File: config.mk
export PLATFORM = sky130hd
export DESIGN_NAME = cla_serial_subtractor
export DESIGN_NICKNAME = d
export VERILOG_FILES = /design/src/rtl/cla_family_pkg.sv /design/src/rtl/carry_lookahead_4bit.sv /design/src/rtl/cla_serial_subtractor.sv
export SDC_FILE = /design/constraint.sdc
export NUM_CORES = 1
export LEC_CHECK = 0
export CORE_ASPECT_RATIO = 0.8
export CORE_UTILIZATION = 56
export DETAILED_ROUTE_END_ITERATION = 6
export GPL_TIMING_DRIVEN = 0
export PLACE_DENSITY = 0.84
export SYNTH_ARGS = -nofsm -noshare
export SYNTH_HDL_FRONTEND = slang
export SYNTH_HIERARCHICAL = 1
export SYNTH_SLANG_ARGS = --single-unit
File: constraint.sdc
create_clock -name clk -period 5.15 [get_ports clk]
set_clock_uncertainty 0.05 [all_clocks]
set_input_delay 0.7725 -clock clk [delete_from_list [all_inputs] [get_ports clk]]
set_output_delay 0.7725 -clock clk [all_outputs]
set_load 0.005 [all_outputs]
File: src/rtl/cla_family_pkg.sv
// ============================================================================
//  Module   : cla_family_pkg
//  Brief    : Shared constants for the cla_family arithmetic blocks
//             (digit width and FSM state encodings).
//  Revision : 1.0  initial release
// ============================================================================
`default_nettype none

package cla_family_pkg;

  // Width of one carry-lookahead digit
  localparam int DIGIT_W = 4;

  // Two-state sequencer encodings shared by the serial blocks
  localparam logic [0:0] ST_IDLE = 1'b0;
  localparam logic [0:0] ST_RUN  = 1'b1;

endpackage

`default_nettype wire

File: src/rtl/carry_lookahead_4bit.sv
// ============================================================================
//  Module   : carry_lookahead_4bit
//  Brief    : Purely combinational 4-bit adder with all internal carries
//             produced by two-level generate/propagate lookahead.
//  Revision : 1.0  initial release
// ============================================================================
`default_nettype none

module carry_lookahead_4bit
  import cla_family_pkg::*;
(
  input  logic [DIGIT_W-1:0] i_x,
  input  logic [DIGIT_W-1:0] i_y,
  input  logic               i_cin,
  output logic [DIGIT_W-1:0] o_sum,
  output logic               o_cout
);

  logic [DIGIT_W-1:0] w_g;
  logic [DIGIT_W-1:0] w_p;
  logic [DIGIT_W:0]   w_c;

  // Bit generate/propagate, then every carry expanded directly from c0
  always_comb begin
    w_g    = i_x & i_y;
    w_p    = i_x ^ i_y;
    w_c[0] = i_cin;
    w_c[1] = w_g[0] | (w_p[0] & i_cin);
    w_c[2] = w_g[1] | (w_p[1] & w_g[0]) | (w_p[1] & w_p[0] & i_cin);
    w_c[3] = w_g[2] | (w_p[2] & w_g[1]) | (w_p[2] & w_p[1] & w_g[0])
           | (w_p[2] & w_p[1] & w_p[0] & i_cin);
    w_c[4] = w_g[3] | (w_p[3] & w_g[2]) | (w_p[3] & w_p[2] & w_g[1])
           | (w_p[3] & w_p[2] & w_p[1] & w_g[0])
           | (w_p[3] & w_p[2] & w_p[1] & w_p[0] & i_cin);
    o_sum  = w_p ^ w_c[DIGIT_W-1:0];
    o_cout = w_c[DIGIT_W];
  end

endmodule

`default_nettype wire

File: src/rtl/cla_serial_subtractor.sv
// ============================================================================
//  Module   : cla_serial_subtractor
//  Brief    : Digit-serial two's-complement subtractor, D = A - B - Bin,
//             one 4-bit lookahead digit per clock with start/busy/done.
//             WIDTH must be a multiple of 4 and at least 4.
//  Revision : 1.0  initial release
// ============================================================================
`default_nettype none

module cla_serial_subtractor
  import cla_family_pkg::*;
#(
  parameter int WIDTH = 16
) (
  input  logic             clk,
  input  logic             rst,
  input  logic             start,
  input  logic [WIDTH-1:0] A,
  input  logic [WIDTH-1:0] B,
  input  logic             Bin,
  output logic             busy,
  output logic             done,
  output logic [WIDTH-1:0] D,
  output logic             Bout,
  output logic             V,
  output logic             Z
);

  localparam int DIGITS = WIDTH / DIGIT_W;
  // Counter is at least one bit wide so WIDTH=4 still has a legal vector
  localparam int CNT_W  = (DIGITS > 1) ? $clog2(DIGITS) : 1;
  localparam logic [CNT_W-1:0] C_LAST = CNT_W'(DIGITS - 1);

  logic [0:0]         r_state;
  logic [WIDTH-1:0]   r_a;
  logic [WIDTH-1:0]   r_b;
  logic [WIDTH-1:0]   r_diff;
  logic               r_carry;
  logic [CNT_W-1:0]   r_cnt;
  logic               r_done;
  logic [WIDTH-1:0]   r_d;
  logic               r_bout;
  logic               r_v;
  logic               r_z;

  logic [DIGIT_W-1:0] w_x;
  logic [DIGIT_W-1:0] w_y;
  logic [DIGIT_W-1:0] w_sum;
  logic               w_cout;
  logic [WIDTH-1:0]   w_diff_next;
  logic               w_last;

  // Select the current digit; subtraction is A + ~B + ~Bin, so Y is inverted
  always_comb begin
    w_x    = r_a[int'(r_cnt)*DIGIT_W +: DIGIT_W];
    w_y    = ~r_b[int'(r_cnt)*DIGIT_W +: DIGIT_W];
    w_last = (r_cnt == C_LAST);
  end

  carry_lookahead_4bit u_digit (
    .i_x    (w_x),
    .i_y    (w_y),
    .i_cin  (r_carry),
    .o_sum  (w_sum),
    .o_cout (w_cout)
  );

  // Difference with the current digit merged in, so the final edge can
  // publish a complete result without waiting a cycle
  always_comb begin
    w_diff_next = r_diff;
    w_diff_next[int'(r_cnt)*DIGIT_W +: DIGIT_W] = w_sum;
  end

  // Sequencer: capture on start, one digit per RUN edge, publish on last digit
  always_ff @(posedge clk) begin
    if (rst) begin
      r_state <= ST_IDLE;
      r_a     <= '0;
      r_b     <= '0;
      r_diff  <= '0;
      r_carry <= 1'b0;
      r_cnt   <= '0;
      r_done  <= 1'b0;
      r_d     <= '0;
      r_bout  <= 1'b0;
      r_v     <= 1'b0;
      r_z     <= 1'b0;
    end else begin
      r_done <= 1'b0;
      if (r_state == ST_IDLE) begin
        if (start) begin
          r_a     <= A;
          r_b     <= B;
          r_carry <= ~Bin;
          r_cnt   <= '0;
          r_state <= ST_RUN;
        end
      end else begin
        r_diff  <= w_diff_next;
        r_carry <= w_cout;
        r_cnt   <= r_cnt + CNT_W'(1);
        if (w_last) begin
          r_state <= ST_IDLE;
          r_cnt   <= '0;
          r_d     <= w_diff_next;
          r_bout  <= ~w_cout;
          r_v     <= (r_a[WIDTH-1] != r_b[WIDTH-1]) &&
                     (w_diff_next[WIDTH-1] != r_a[WIDTH-1]);
          r_z     <= (w_diff_next == '0);
          r_done  <= 1'b1;
        end
      end
    end
  end

  assign busy = (r_state == ST_RUN);
  assign done = r_done;
  assign D    = r_d;
  assign Bout = r_bout;
  assign V    = r_v;
  assign Z    = r_z;

endmodule

`default_nettype wire

==> results of run 1 <==
==> state kept, by name, summed over array words and instances (netlist names) <==
| register | cells |
|---|---|
| D | 16 |
| r_a | 16 |
| r_b | 16 |
| r_diff | 16 |
| r_cnt | 2 |
| Bout | 1 |
| V | 1 |
| Z | 1 |
| busy | 1 |
| done | 1 |
| r_carry | 1 |
==> layout make-up <==
cell class | count | area, um^2
multi-input cells | 254 | 1590
flip-flops and latches | 72 | 1440
fillers | 431 | 1380
repair buffers | 55 | 551
clock buffers | 12 | 165
plain buffers | 25 | 109
well taps | 78 | 97.6
clock inverters | 4 | 75.1
inverters | 14 | 52.6
==> routing by layer <==
metal	global-route usage, %	vias to the layer above
li1	-	1393
met3	7.74	14
met4	10.2	0
met1	39.2	1375
met2	44.4	121
met5	0	-
==> per-stage QoR <==
stage                     utilization (%)  worst slack, ns  hold WS (ns)
after detailed placement             70.4             1.52         0.391
after global routing                 74.7             1.25         0.425
final                                74.7             1.45         0.401
after global placement               70.4             1.56         0.383
after CTS                            74.7             1.49         0.404
after floorplan                         -             2.10         0.383
==> worst max-delay path by stage <==
stage,slack [ns],endpoint,from,cells after the start
after floorplan,2.10,r_diff[14],r_cnt[0],9
after global placement,1.56,Z,r_cnt[0],11
after detailed placement,1.52,Z,r_cnt[0],11
after CTS,1.49,Z,r_cnt[0],11
after global routing,1.25,Z,r_cnt[0],11
final,1.45,Z,r_cnt[0],11
==> layout by cell type (no fill, tap or decap), drive strengths merged, types with 9 or more instances in the layout <==
cell,n
a21oi,38
a211oi,11
a31oi,9
o21ai,11
clkbuf,30
a22o,10
clkdlybuf4s50,55
dfxtp,72
nor2b,13
ha,10
nor2,24
nand2,80
inv,14
==> critical path, delay by kind of cell, from the launching register on <==
family / cells / cell delay, ns
flops: 1 / 0.48
compound gates: 2 / 0.63
simple gates: 3 / 0.39
mux: 1 / 0.55
fa+ha+maj: 1 / 0.40
xor+xnor: 1 / 0.54
buf+inv: 3 / 0.54
==> power by group <==
part | internal, uW | switching (uW)
sequential | 580 | 13.9
clock | 312 | 208
combinational | 84.8 | 121
total | 977 | 343
==> cell families after synthesis <==
group	share of synthesized area (%)
compound gates	19.8
xor+xnor	0.822
fa+ha+maj	4.54
buf+inv	5.05
flops	45.1
mux	7.04
simple gates	17.7
==> impl_results.md, run 1 <==
- Status: finished, final reports clean
- Die X: 86.5 um
- Most frequent cell after synthesis: nand2_1
- Vias per cell: 5.65
- Site Rows: 24
- Hold path depth: 2
- Syn. warnings: 6
- Fin crit share: 71.8%
- Wire length on met2: 3710 um
- Root Buffer: clkbuf_8
- P&R area growth vs syn: 27.8%
- Pwr Density: 323 nW/um^2
- Num CTS Buffers: 9
- Post-placement cell count: 498
- Post_cts resized: 0
- #FFs+latches synth: 72
- Pre-antenna DRT Iters: 5
- Largest net degree at the start of global routing: 13
- Post-route cell area: just over 4000 um^2
- Top post-synthesis cells by count: nand2_1 (80), dfxtp_1 (72), a21oi_1 (38)
- Cell breakdown of the critical path: buf_2, mux4_2, inv_1, inv_1, fa_1, xnor2_1, nand2_1, o41ai_1, nor2_1, nand3_1, o31ai_2
- Endpoint class of the critical path: flip-flop
- Final Critical Period: 3.70 ns
- Final weighted congestion in routability-driven placement: 0.907
- Worst EP required: 5.33 ns
- WL/cell: 15.5 um
- Synth unique cells: 40
- Lkg Pwr: 0.00151 uW
- Syn avg cell area: 8.76 um^2
- Num ports: 57
- Initial drt markers: 230
- H-Tree Depth: 3
- Hold path startpoint: D[1]
- Highest-delay cell along the critical path: mux4_2
- First-pass GRT wire length: between 10000 and 15000 um
- Layout net count: ~480
- Final Total Pwr: about 1300 uW
- Via count: 2903
- Routed wl met3: 511 um
- Core Region: 5470 um^2
- Clock-pin slew on the worst setup and hold paths: 0.07 ns
- Routed Antenna Nets: 0
- CP peak stage delay: about 0.55 ns
- Antenna fix cells: 0
- Setup-failing EPs final: 0
- Clock Tree Buf Depth: 2
- Clock latency on the worst-skew pair: 0.34 ns
- Top cells by area in the synthesized netlist: dfxtp_1 (45%), nand2_1 (9.4%), a21oi_1 (5.9%)
- GR Util All Layers: around 29%
- Synth top area share: 45.1%
- Post-CTS setup buffer count: 0
- Setup slack, reg-to-reg: about 1.5 ns
- Critical path class: reg2reg
- PortBufs: 55
- CP Data Arrival Time: 3.88 ns
- CP Launch Type: flip-flop
- Layout Cells excl Fill: roughly 510
- Maximum clock rate: 270 MHz
- R2R Path End: Z
- Reg2reg start: r_cnt[0]
- Final wirelength: 7960 um
- RSZ-0062 raised after global routing: false
- Worst rel slew slack: 35.6%
- Post-route setup TNS: 0 ns
- # hold bufs at CTS: 0
- Area leader, netlist: dfxtp_1
- Total clock sinks: 72
- Reg2Reg Depth: 11
- Die ar.: around 6000 um^2
- Post-Syn Nets: 412
- Share of layout cells above drive strength 1: ~8%
- Total grt overflow: 0
- Vias in the first global route: 2777
- Placement Cell Area: 3840 um^2
- Uppermost layer routed: met4
- Async set or reset register ratio after synthesis: 0%
- Endpoints failing hold: 0
- Top_reg_cell synth: dfxtp_1
- DP Wirelength: 5800 um
- Syn Std Cell Area: 3200 um^2
- Max capacitance violation total: 0
- CTS tree: yes
- Post-synthesis sequential area ratio: a little under half
- Least-Margin Pin Slew: 0.966 ns
- M1 WL: ~3600 um
- Crit Path Max Fanout: 10
- Initial antenna violation count: 0
- HP Class: reg2reg
- Cells after Synth: roughly 370
- Worst Hold Path EP: D[1]
- Number of synthesized flops with an enable pin: 0
- Final slew viol count: 0
- Peak supply drop: 0.267 mV
- Most used cell, CP: inv_1
- DRC viols: 0
- Initial Util: roughly three fifths
- Die Span Y: between 60 and 70 um
No activity file was read; power rests on OpenSTA's default activity.
==> inputs of run 2 (changes only) <==
Settings changed: CORE_UTILIZATION 56 to 47, PLACE_DENSITY 0.84 to 0.75.
Clock period 5.15 ns to 3.06 ns, I/O delays scaled along.
==> run 2 against run 1 <==
Worst setup slack worse by 1.3 ns. Maximum frequency is 26% higher. Hold slack better by 0.0049 ns. Clock-buffer cell count is 3 lower. Sequential power is 68% higher. Utilization is 10 points lower. Highest routed layer unchanged. Critical endpoint unchanged.
==> impl_results.md, run 2 (synthesis gave the netlist of run 1 again) <==
- Worst rel slew slack: 32.8% (-2.8 points)
- Buf/Inv on CP: 1 (-2)
- Fin crit share: 96.3% (+24 points)
- Clock Tree Buf Depth: 2 (unchanged)
- Core Util, Final: 64.6% (-10 points)
- Most frequent cells in the layout: nand2_1 (80), dfxtp_1 (71), clkdlybuf4s50_1 (55), a21oi_1 (37), nor2_1 (24)
- Cell breakdown of the critical path: buf_12, mux4_2, ha_1, a21o_1, a21oi_4, xnor2_4, nor3b_4, a2111oi_4, nand4_1, o31ai_2
- Hold path startpoint: r_a[8]
- Total clock sinks: 72 (unchanged)
- Pre-antenna DRT Iters: 4 (-1)
- WL/cell: 15.3 um (-1.5%)
- Largest net degree at the start of global routing: 13 (unchanged)
- Max capacitance violation total: 0 (unchanged)
- DP Wirelength: 5730 um (-1.3%)
- Endpoints failing hold: 0 (unchanged)
- CTS tree: yes
- Die X: 94.2 um (+8.9%)
- Final weighted congestion in routability-driven placement: 0.830 (-8.4%)
- Via count: 2877 (-0.90%)
- Num ports: 57 (unchanged)
- H-Tree Depth: 3 (unchanged)
- # hold bufs at CTS: 0 (unchanged)
- Endpoint class of the critical path: flip-flop
- Maximum clock rate: 339 MHz (+26%)
- Final Critical Period: 2.95 ns (-0.752 ns)
- CP Data Arrival Time: 3.16 ns (-0.72 ns)
- Post-route cell area: 4180 um^2 (+2.4%)
- Critical path class: reg2reg
- CP Launch Type: flip-flop
- Delay-heaviest family, CP: compound AO/OA/AOI/OAI gates
- Site Rows: 26 (+8.3%)
- Root Buffer: clkbuf_8
- Final wirelength: 7930 um (-0.36%)
- Fillers: 522 (+21%)
- Clock-pin slew on the worst setup and hold paths: 0.08 ns (about the same)
- Pwr Density: 488 nW/um^2 (+51%)
- Pint: 1440 uW (+47%)
- Share of layout cells above drive strength 1: 11.0% (+3.0 points)
- P&R area growth vs syn: 30.9%
- Clock latency on the worst-skew pair: 0.35 ns (about the same)
- Die ar.: 7140 um^2 (+19%)
- Routed Antenna Nets: 0 (unchanged)
- Antenna fix cells: 0 (unchanged)
- Die Span Y: 75.8 um (+8.9%)
- Post-route setup TNS: 0 ns (unchanged)
- Initial Util: 49.4% (-9.1 points)
- Highest-delay cell along the critical path: mux4_2
- First-pass GRT wire length: 12700 um (-4.6%)
- Sw frac: 29.5% (+3.5 points)
- Clk pwr share: 31.1% (-8.3 points)
- Setup-failing EPs final: 0 (unchanged)
- NetSw: 602 uW (+76%)
- CP peak stage delay: 0.53 ns (-0.02 ns)
- Core Region: 6470 um^2 (+18%)
- Peak supply drop: 0.198 mV (-26%)
- Least-Margin Pin Slew: 1.01 ns (+0.0423 ns)
- DRC viols: 0 (unchanged)
- Reg2reg start: r_cnt[0]
- Commonest non-fill, non-tap cell in the layout: nand2_1
- Total grt overflow: 0 (unchanged)
- Post-placement cell count: 504 (+1.2%)
- HP Class: reg2reg
- Placement Cell Area: 3850 um^2 (+0.20%)
- Crit Path Max Fanout: 10 (unchanged)
- Crit. Startpoint: r_cnt[0]
- Vias per cell: 5.53 (-2.0%)
- Vias in the first global route: 2664 (-4.1%)
- Initial antenna violation count: 0 (unchanged)
- PortBufs: 55 (unchanged)
- Status: finished, final reports clean
- Final slew viol count: 0 (unchanged)
- Worst EP required: 3.27 ns (-2.06 ns)
- Layout net count: 479 (+0.21%)
- GR Util All Layers: 23.7% (-5.2 points)
- Lkg Pwr: 0.00153 uW (+1.5%)
- Seq pwr share: 49.0% (+4.0 points)
- Initial drt markers: 162 (-30%)
- Layout Cells excl Fill: 520 (+1.2%)
- Combinational share of power: 20.0% (+4.4 points)
- Num CTS Buffers: 9 (unchanged)
-- run 2: path summary, 6_finish.rpt --
path | endpoint | slack [ns] | cells past startpoint
max | Z | 0.11 | 10
min | r_a[8] | 0.41 | 2
max reg2reg | Z | 0.11 | 10
min reg2reg | r_a[8] | 0.41 | 2
-- run 2: metal layers --
metal / global-route usage (%) / up-vias / wire (um)
li1: - / 1397 / -
met5: 0 / - / 0
met4: 7.86 / 0 / 129
met1: 32.5 / 1356 / 3820
met2: 37.0 / 110 / 3500
met3: 5.49 / 14 / 487
-- run 2: area by class of cell --
cell class	instances	area [um^2]	area share, %
clock inverters	6	37.5	0.897
well taps	84	105	2.51
multi-input cells	254	1740	41.5
plain buffers	25	125	2.99
inverters	14	52.6	1.26
clock buffers	9	124	2.96
flip-flops and latches	72	1450	34.5
repair buffers	56	558	13.3
-- run 2: what timing repair did --
action / in CTS / in global routing
endpoints found under the hold margin: 0 / 0
cloned: 0 / 0
resized for setup: 18 / 7
pin swaps: 0 / 3
buffers inserted: 0 / 1
endpoints found under the setup margin: 21 / 5
-- run 2: power by group through the flow --
| stage | Sequential (uW) | Clock (uW) | Combinational [uW] |
|---|---|---|---|
| after floorplan | 1010 | 0 | 219 |
| after global placement | 1020 | 0 | 326 |
| after detailed placement | 1020 | 0 | 333 |
| after CTS | 999 | 645 | 365 |
| after global routing | 1000 | 683 | 437 |
| final | 999 | 634 | 408 |
-- run 2: worst register-to-register path, delay by kind of cell, from the launching register on --
kind	cells	cell delay [ns]
adder cells (fa/ha/maj)	1	0.31
AO/OA/AOI/OAI	4	0.97
flip-flops	1	0.38
multiplexers	1	0.54
buffers and inverters	1	0.15
XOR/XNOR	1	0.12
AND/OR/NAND/NOR	2	0.33
-- run 2: metrics by stage --
stage	hold slack [ns]	setup slack, ns	total power, uW
floorplan	0.383	0.0107	1230
global placement	0.384	-0.565	1340
detailed placement	0.396	-0.545	1350
CTS	0.408	0.0355	2010
global route	0.426	-0.00627	2120
finish	0.406	0.114	2040
==> RTL change 1 (config.mk and constraints of run 2) <==
Register the inputs `start`, `A`, `B` and `Bin` before use, with the module's reset. The logic sees them one clock later.
--- a/src/rtl/cla_serial_subtractor.sv
+++ b/src/rtl/cla_serial_subtractor.sv
@@ -31,4 +31,23 @@
   localparam int CNT_W  = (DIGITS > 1) ? $clog2(DIGITS) : 1;
   localparam logic [CNT_W-1:0] C_LAST = CNT_W'(DIGITS - 1);
+
+  logic start_q;
+  logic [WIDTH-1:0] A_q;
+  logic [WIDTH-1:0] B_q;
+  logic Bin_q;
+
+  always_ff @(posedge clk) begin
+    if (rst) begin
+      start_q <= '0;
+      A_q     <= '0;
+      B_q     <= '0;
+      Bin_q   <= '0;
+    end else begin
+      start_q <= start;
+      A_q     <= A;
+      B_q     <= B;
+      Bin_q   <= Bin;
+    end
+  end
 
   logic [0:0]         r_state;
@@ -90,8 +109,8 @@
       r_done <= 1'b0;
       if (r_state == ST_IDLE) begin
-        if (start) begin
-          r_a     <= A;
-          r_b     <= B;
-          r_carry <= ~Bin;
+        if (start_q) begin
+          r_a     <= A_q;
+          r_b     <= B_q;
+          r_carry <= ~Bin_q;
           r_cnt   <= '0;
           r_state <= ST_RUN;
Function: changed (Yosys sat finds a counterexample within 4 cycles, from zero or initial values and one cycle with rst high).
==> RTL change 1 against run 2 <==
  * The run now ends with negative setup slack left
  * Sequential power grew 46%
  * Core utilization is 2.7 points lower
  * Sequential share of layout area grew 5.7 points
  * Wire length increased by 24%
  * Area after synthesis rose by 30%
  * Total power grew 42%
  * Largest cell class is now flip-flops and latches
  * Cell count grew 24%
  * Sequential cell count increased by 34
  * Clock power up 67%
  * Final area rose by 26%
  * Worst setup slack got worse by 0.15 ns
  * Critical path type unchanged
==> RTL change 1: results (changes against run 2) <==
OUTCOME
------------------------------------------------------------------------------------
Outcome ............................................................... finished with violations
Failing checks ........................................................ negative setup slack

GRT
------------------------------------------------------------------------------------
Global-route wire length before repair ................................     15610 um   +23%
Number of global-route vias before repair .............................         3185   +20%
Number of antenna violations at the first check in global routing .....            0   unchanged
Pin count of the biggest net entering global routing ..................           18   +5
Total GRT Usage .......................................................       0.2223   -0.01442

CRITICAL PATH
------------------------------------------------------------------------------------
Worst-path fanout max .................................................           10   unchanged
Data arrival time of the worst path ...................................      3.31 ns   +0.15 ns

CTS
------------------------------------------------------------------------------------
Clock Tree Root .......................................................     clkbuf_8
Level count of the clock H-tree .......................................            3   unchanged
Number of buffers between clock root and the deepest sink .............            2   unchanged
Clock network latency to the later pin of the worst-skew pair .........      0.36 ns
Num CTS Buffers .......................................................            9   unchanged
Register clock-pin slew on the reported worst setup and hold paths ....      0.09 ns

LOGIC SYNTHESIS
------------------------------------------------------------------------------------
Nets in the synthesized netlist .......................................          501   +22%
Number of synthesis warnings ..........................................            6   unchanged
Share of synthesized flip-flops with an asynchronous set or reset .....            0   unchanged
Portion of the post-synthesis area used by sequential elements ........       0.5096   +0.05873
Ranking of synthesized cells by instance count ........................ 106 x dfxtp_1, 70 x nand2_1, 54 x nor2b_1
Count of distinct cell types in the synthesized netlist ...............           39   -2.5%
Leading register cell type out of synthesis ...........................      dfxtp_1
Cell types occupying the most area after synthesis .................... dfxtp_1 51%, nor2b_1 8.1%, nand2_1 6.3%, a211oi_1 5.6%, a21oi_1 5.5%

PLACE
------------------------------------------------------------------------------------
Instance area after placement .........................................     4872 um2   +26%
Number of buffer cells added on primary ports .........................           55   unchanged
Weighted congestion at the end of routability-driven global placement .       0.9005   +8.5%
Placed wire-length estimate ...........................................      6923 um   +21%

WORST HOLD PATH
------------------------------------------------------------------------------------
Path class of the lowest-slack min-delay path ......................... flip-flop to flip-flop

DRT
------------------------------------------------------------------------------------
Drt wl/cell ...........................................................     15.25 um   about the same
Number of iterations in the first detailed-routing pass ...............            4   unchanged
Routed met1 length ....................................................      4572 um   +20%
Drt initial violations ................................................          213   +31%
Met2 routed WL ........................................................      4364 um   +25%
Uppermost routed layer ................................................         met4
Detailed route wirelength on metal3 ...................................       731 um   +50%
Via count of the routed design ........................................         3454   +20%

CELLS AND AREA
------------------------------------------------------------------------------------
Diodes inserted .......................................................            0   unchanged
Final layout net count ................................................          574   +20%
Fraction of final layout cells with drive strength greater than 1 .....      0.09398   -0.01611

POWER
------------------------------------------------------------------------------------
Worst voltage drop across the vdd grid ................................     310.5 uV   +57%
Leakage Power .........................................................     1.863 nW   +22%

TIMING
------------------------------------------------------------------------------------
Final count of pins violating max slew ................................            0   unchanged
Setup violation total in the final timing report ......................            1   +1
Sum Neg Setup Slack ...................................................  -0.03828 ns   -0.03828 ns
Post-route setup slack ................................................  -0.03828 ns   -0.1524 ns
Headroom to the max-slew limit ........................................       0.6085   +0.2809

[RTL change 1: cell count changes after synthesis, sizes merged, moves of 3 or more]
cell           run 2  this run
a211oi            11        31
a22o              10         0
nand2             80        70
o41ai              3         0
a22oi              4         0
nor2              24        42
inv               14        10
dfxtp             72       106
o21ai             11         1
nor2b             13        54
clkbuf            18        28
a21oi             38        46
mux2i              3         0
[RTL change 1: timing repair]
item	CTS	global route
pin swaps	1	5
setup buffers	3	4
gates resized for setup	13	9
setup endpoints to repair	16	2
[RTL change 1: critical path: stages, from the launching register on]
cell	delay [ns]
dfxtp_4	0.38
buf_12	0.14
mux4_2	0.50
ha_1	0.38
a21o_1	0.23
a31o_4	0.24
xor2_4	0.18
a31oi_4	0.14
or3b_1	0.43
a311oi_2	0.32
[RTL change 1: final timing paths]
check | startpoint | to | cells past startpoint
worst max-delay path | r_cnt[0] | V | 9
worst min-delay path | A_q[4] | r_a[4] | 2
worst max register to register | r_cnt[0] | V | 9
worst min register to register | A_q[4] | r_a[4] | 2
[RTL change 1: logic make-up (layout without fill, tap and decap cells)]
| family | Yosys count | count (layout) | share of synthesized area |
|---|---|---|---|
| AND/OR/NAND/NOR | 183 | 183 | 0.2160 |
| flip-flops | 106 | 106 | 0.5096 |
| AO/OA/AOI/OAI | 99 | 99 | 0.1496 |
| buffers and inverters | 44 | 122 | 0.04026 |
| adder cells (fa/ha/maj) | 11 | 11 | 0.03486 |
| multiplexers | 8 | 8 | 0.04327 |
| XOR/XNOR | 3 | 3 | 0.006311 |
[RTL change 1: final cells by class]
type                       instances  area (um2)
tap                              112       140.1
buffer                            34       148.9
timing repair buffer              62       603.1
fill                             701        3242
multi-input combinational        304        1964
clock inverter                     5       107.6
inverter                          10       37.54
clock buffer                      11       151.4
sequential                       106        2126
[RTL change 1: metal layers]
layer  GRT usage  up-vias
met5           0        -
met4     0.05978        0
met3     0.05714       19
met2      0.3519      130
met1      0.3036     1621
li1            -     1684
[RTL change 1: power breakdown]
| part | switching (mW) | total [mW] | internal, mW |
|---|---|---|---|
| clock | 0.470 | 1.06 | 0.594 |
| combinational | 0.205 | 0.378 | 0.172 |
| sequential | 0.0296 | 1.46 | 1.43 |
[RTL change 1: metrics by stage]
step	hold WS (ns)	setup WS, ns	instances	power [mW]
after global routing	0.4098	-0.09711	644	3.006
after global placement	0.3758	-0.4135	621	1.812
after detailed placement	0.3761	-0.5072	621	1.817
after CTS	0.3900	0.02016	640	2.884
after floorplan	0.3674	0.002520	454	1.700
final	0.3895	-0.03828	644	2.905
==> RTL change 2 (flow settings as in run 2) <==
Made on the original files. The parameter `WIDTH` goes from 16 to 8.
--- a/src/rtl/cla_serial_subtractor.sv
+++ b/src/rtl/cla_serial_subtractor.sv
@@ -11,5 +11,5 @@
   import cla_family_pkg::*;
 #(
-  parameter int WIDTH = 16
+  parameter int WIDTH = 8
 ) (
   input  logic             clk,
Interface: changed (resized A, B and D); port bits go from 57 to 33. No check against the original RTL was run, so the function may have changed too.
==> RTL change 2 against run 2 <==
  * Area after synthesis shrank 51%
  * Worst setup slack gained 0.26 ns
  * Final area shrank 52%
  * Total power shrank 51%
  * Combinational power shrank 50%
  * Critical path depth shrank 1
  * Critical path type unchanged
  * Sequential cell count shrank 37
  * Wire length shrank 59%
==> RTL change 2: results (changes against run 2) <==
CRITICAL PATH
------------------------------------------------------------------------------------
Worst path top cell family by delay ................................... compound AO/OA/AOI/OAI gates
Crit path max-delay cell type .........................................       xor2_1
Worst-path fanout max .................................................           10   unchanged
Data arrival time of the worst path ...................................      2.78 ns   -0.38 ns
Delay of the slowest cell on the worst path ...........................      0.39 ns   -0.14 ns

DRT
------------------------------------------------------------------------------------
Total wire length after detailed routing ..............................      3275 um   -59%
Via count of the routed design ........................................         1280   -56%
Drt initial violations ................................................           37   -77%
Number of iterations in the first detailed-routing pass ...............            4   unchanged

PLACE
------------------------------------------------------------------------------------
Worst slack, placed ...................................................    0.3998 ns   +0.9443 ns
Number of buffer cells added on primary ports .........................           31   -44%
Placed wire-length estimate ...........................................      2429 um   -58%
Weighted congestion at the end of routability-driven global placement .       0.8005   -3.6%

LOGIC SYNTHESIS
------------------------------------------------------------------------------------
Number of synthesis warnings ..........................................            6   unchanged
Share of synthesized flip-flops with an asynchronous set or reset .....            0   unchanged
Nets in the synthesized netlist .......................................          204   -50%
Cell types occupying the most area after synthesis .................... dfxtp_1 44%, nand2_1 9.8%, a21oi_1 5.7%, a21oi_2 5.6%, mux2i_1 5.1%
Ranking of synthesized cells by instance count ........................ 41 x nand2_1, 35 x dfxtp_1, 18 x a21oi_1
Count of distinct cell types in the synthesized netlist ...............           29   -28%
Portion of the post-synthesis area used by sequential elements ........       0.4441   -0.006789

CTS
------------------------------------------------------------------------------------
Level count of the clock H-tree .......................................            2   -1
Post-CTS Hold Buffers .................................................            0   unchanged
Post-CTS Resized ......................................................            0   -18
Buffers inserted during post-CTS setup optimization ...................            0   unchanged
Clock network latency to the later pin of the worst-skew pair .........      0.28 ns   -0.07 ns
Number of buffers between clock root and the deepest sink .............            2   unchanged
Clock Tree Root .......................................................     clkbuf_8
Num CTS Buffers .......................................................            5   -4
Register clock-pin slew on the reported worst setup and hold paths ....      0.07 ns

GRT
------------------------------------------------------------------------------------
Total GRT Usage .......................................................       0.2121   -0.02466
Number of antenna violations at the first check in global routing .....            0   unchanged
Pin count of the biggest net entering global routing ..................           11   -2
Global-route wire length before repair ................................      5471 um   -57%
Number of global-route vias before repair .............................         1237   -54%

WORST HOLD PATH
------------------------------------------------------------------------------------
Path class of the lowest-slack min-delay path ......................... flip-flop to flip-flop

POWER
------------------------------------------------------------------------------------
Worst voltage drop across the vdd grid ................................     335.5 uV   +69%
Leakage Power .........................................................    0.7628 nW   -50%

CELLS AND AREA
------------------------------------------------------------------------------------
Fraction of final layout cells with drive strength greater than 1 .....       0.1759   +0.06583
Final layout net count ................................................          242   -49%
Diodes inserted .......................................................            0   unchanged
Fill cell total of the finished layout ................................          275   -47%

TIMING
------------------------------------------------------------------------------------
Tightest Pin Transition ...............................................    0.5561 ns   -0.4525 ns

OUTCOME
------------------------------------------------------------------------------------
Outcome ............................................................... finished clean

RTL change 2: cell count changes in the layout (fill, tap and decap cells not counted), moves of 10 or more:
| cell | run 2 | this run |
|---|---|---|
| a211oi_1 | 11 | 1 |
| dfxtp_1 | 71 | 35 |
| inv_1 | 14 | 4 |
| nor2_1 | 24 | 13 |
| a21oi_1 | 37 | 18 |
| clkdlybuf4s50_1 | 55 | 31 |
| clkbuf_1 | 16 | 4 |
| a21oi_2 | 0 | 10 |
| o21ai_0 | 11 | 0 |
| nor2b_1 | 13 | 3 |
| a22o_1 | 10 | 0 |
| nand2_1 | 80 | 41 |
| nand2_2 | 0 | 10 |
RTL change 2: final cells by class:
type	count	share of cell area
inverter	4	0.007467
buffer	12	0.04356
tap	40	0.02489
sequential	35	0.3485
multi-input combinational	128	0.3852
clock buffer	6	0.03609
timing repair buffer	31	0.1543
RTL change 2: final timing paths:
check | startpoint | to | slack (ns) | depth (start not counted)
max | r_cnt | V | 0.37 | 9
min | D[4] | D[4] | 0.41 | 2
max reg2reg | r_cnt | V | 0.37 | 9
min reg2reg | D[4] | D[4] | 0.41 | 2
RTL change 2: logic make-up (layout without fill, tap and decap cells):
| kind of cell | count (synthesis) | after routing | synth area share |
|---|---|---|---|
| XOR/XNOR | 3 | 3 | 0.01666 |
| adder cells (fa/ha/maj) | 5 | 5 | 0.04441 |
| buffers and inverters | 16 | 53 | 0.06502 |
| AND/OR/NAND/NOR | 73 | 73 | 0.2022 |
| flip-flops | 35 | 35 | 0.4441 |
| multiplexers | 12 | 12 | 0.07930 |
| AO/OA/AOI/OAI | 35 | 35 | 0.1483 |
RTL change 2: tightest hold or removal path, stage by stage, from the launching register on:
cell and delay (ns):
dfxtp_1 0.31, nand2_1 0.05, a21oi_1 0.05
RTL change 2: through the flow:
stage | cell area [um2] | power (mW) | hold slack [ns] | cells
6_report | 2011 | 1.010 | 0.4064 | 256
4_1_cts | 2011 | 1.018 | 0.4068 | 256
2_1_floorplan | 1578 | 0.6475 | 0.3829 | 179
3_5_place_dp | 1938 | 0.7158 | 0.3975 | 250
5_1_grt | 2011 | 1.066 | 0.4247 | 256
3_3_place_gp | 1938 | 0.7075 | 0.3932 | 250
RTL change 2: where the power goes:
part           switching [mW]  leakage, nW  internal, mW  total [mW]
sequential             0.0195        0.286         0.483       0.502
combinational           0.104        0.440        0.0998       0.204
clock                   0.152       0.0371         0.152       0.303
total                   0.276        0.763         0.734        1.01
RTL change 2: metal layers:
layer	part of all wire	track usage	vias up
met2	0.45	0.3418	25
li1	-	-	659
met4	0.015	0.08511	0
met3	0.047	0.05932	5
met5	0	0	-
met1	0.49	0.2698	591
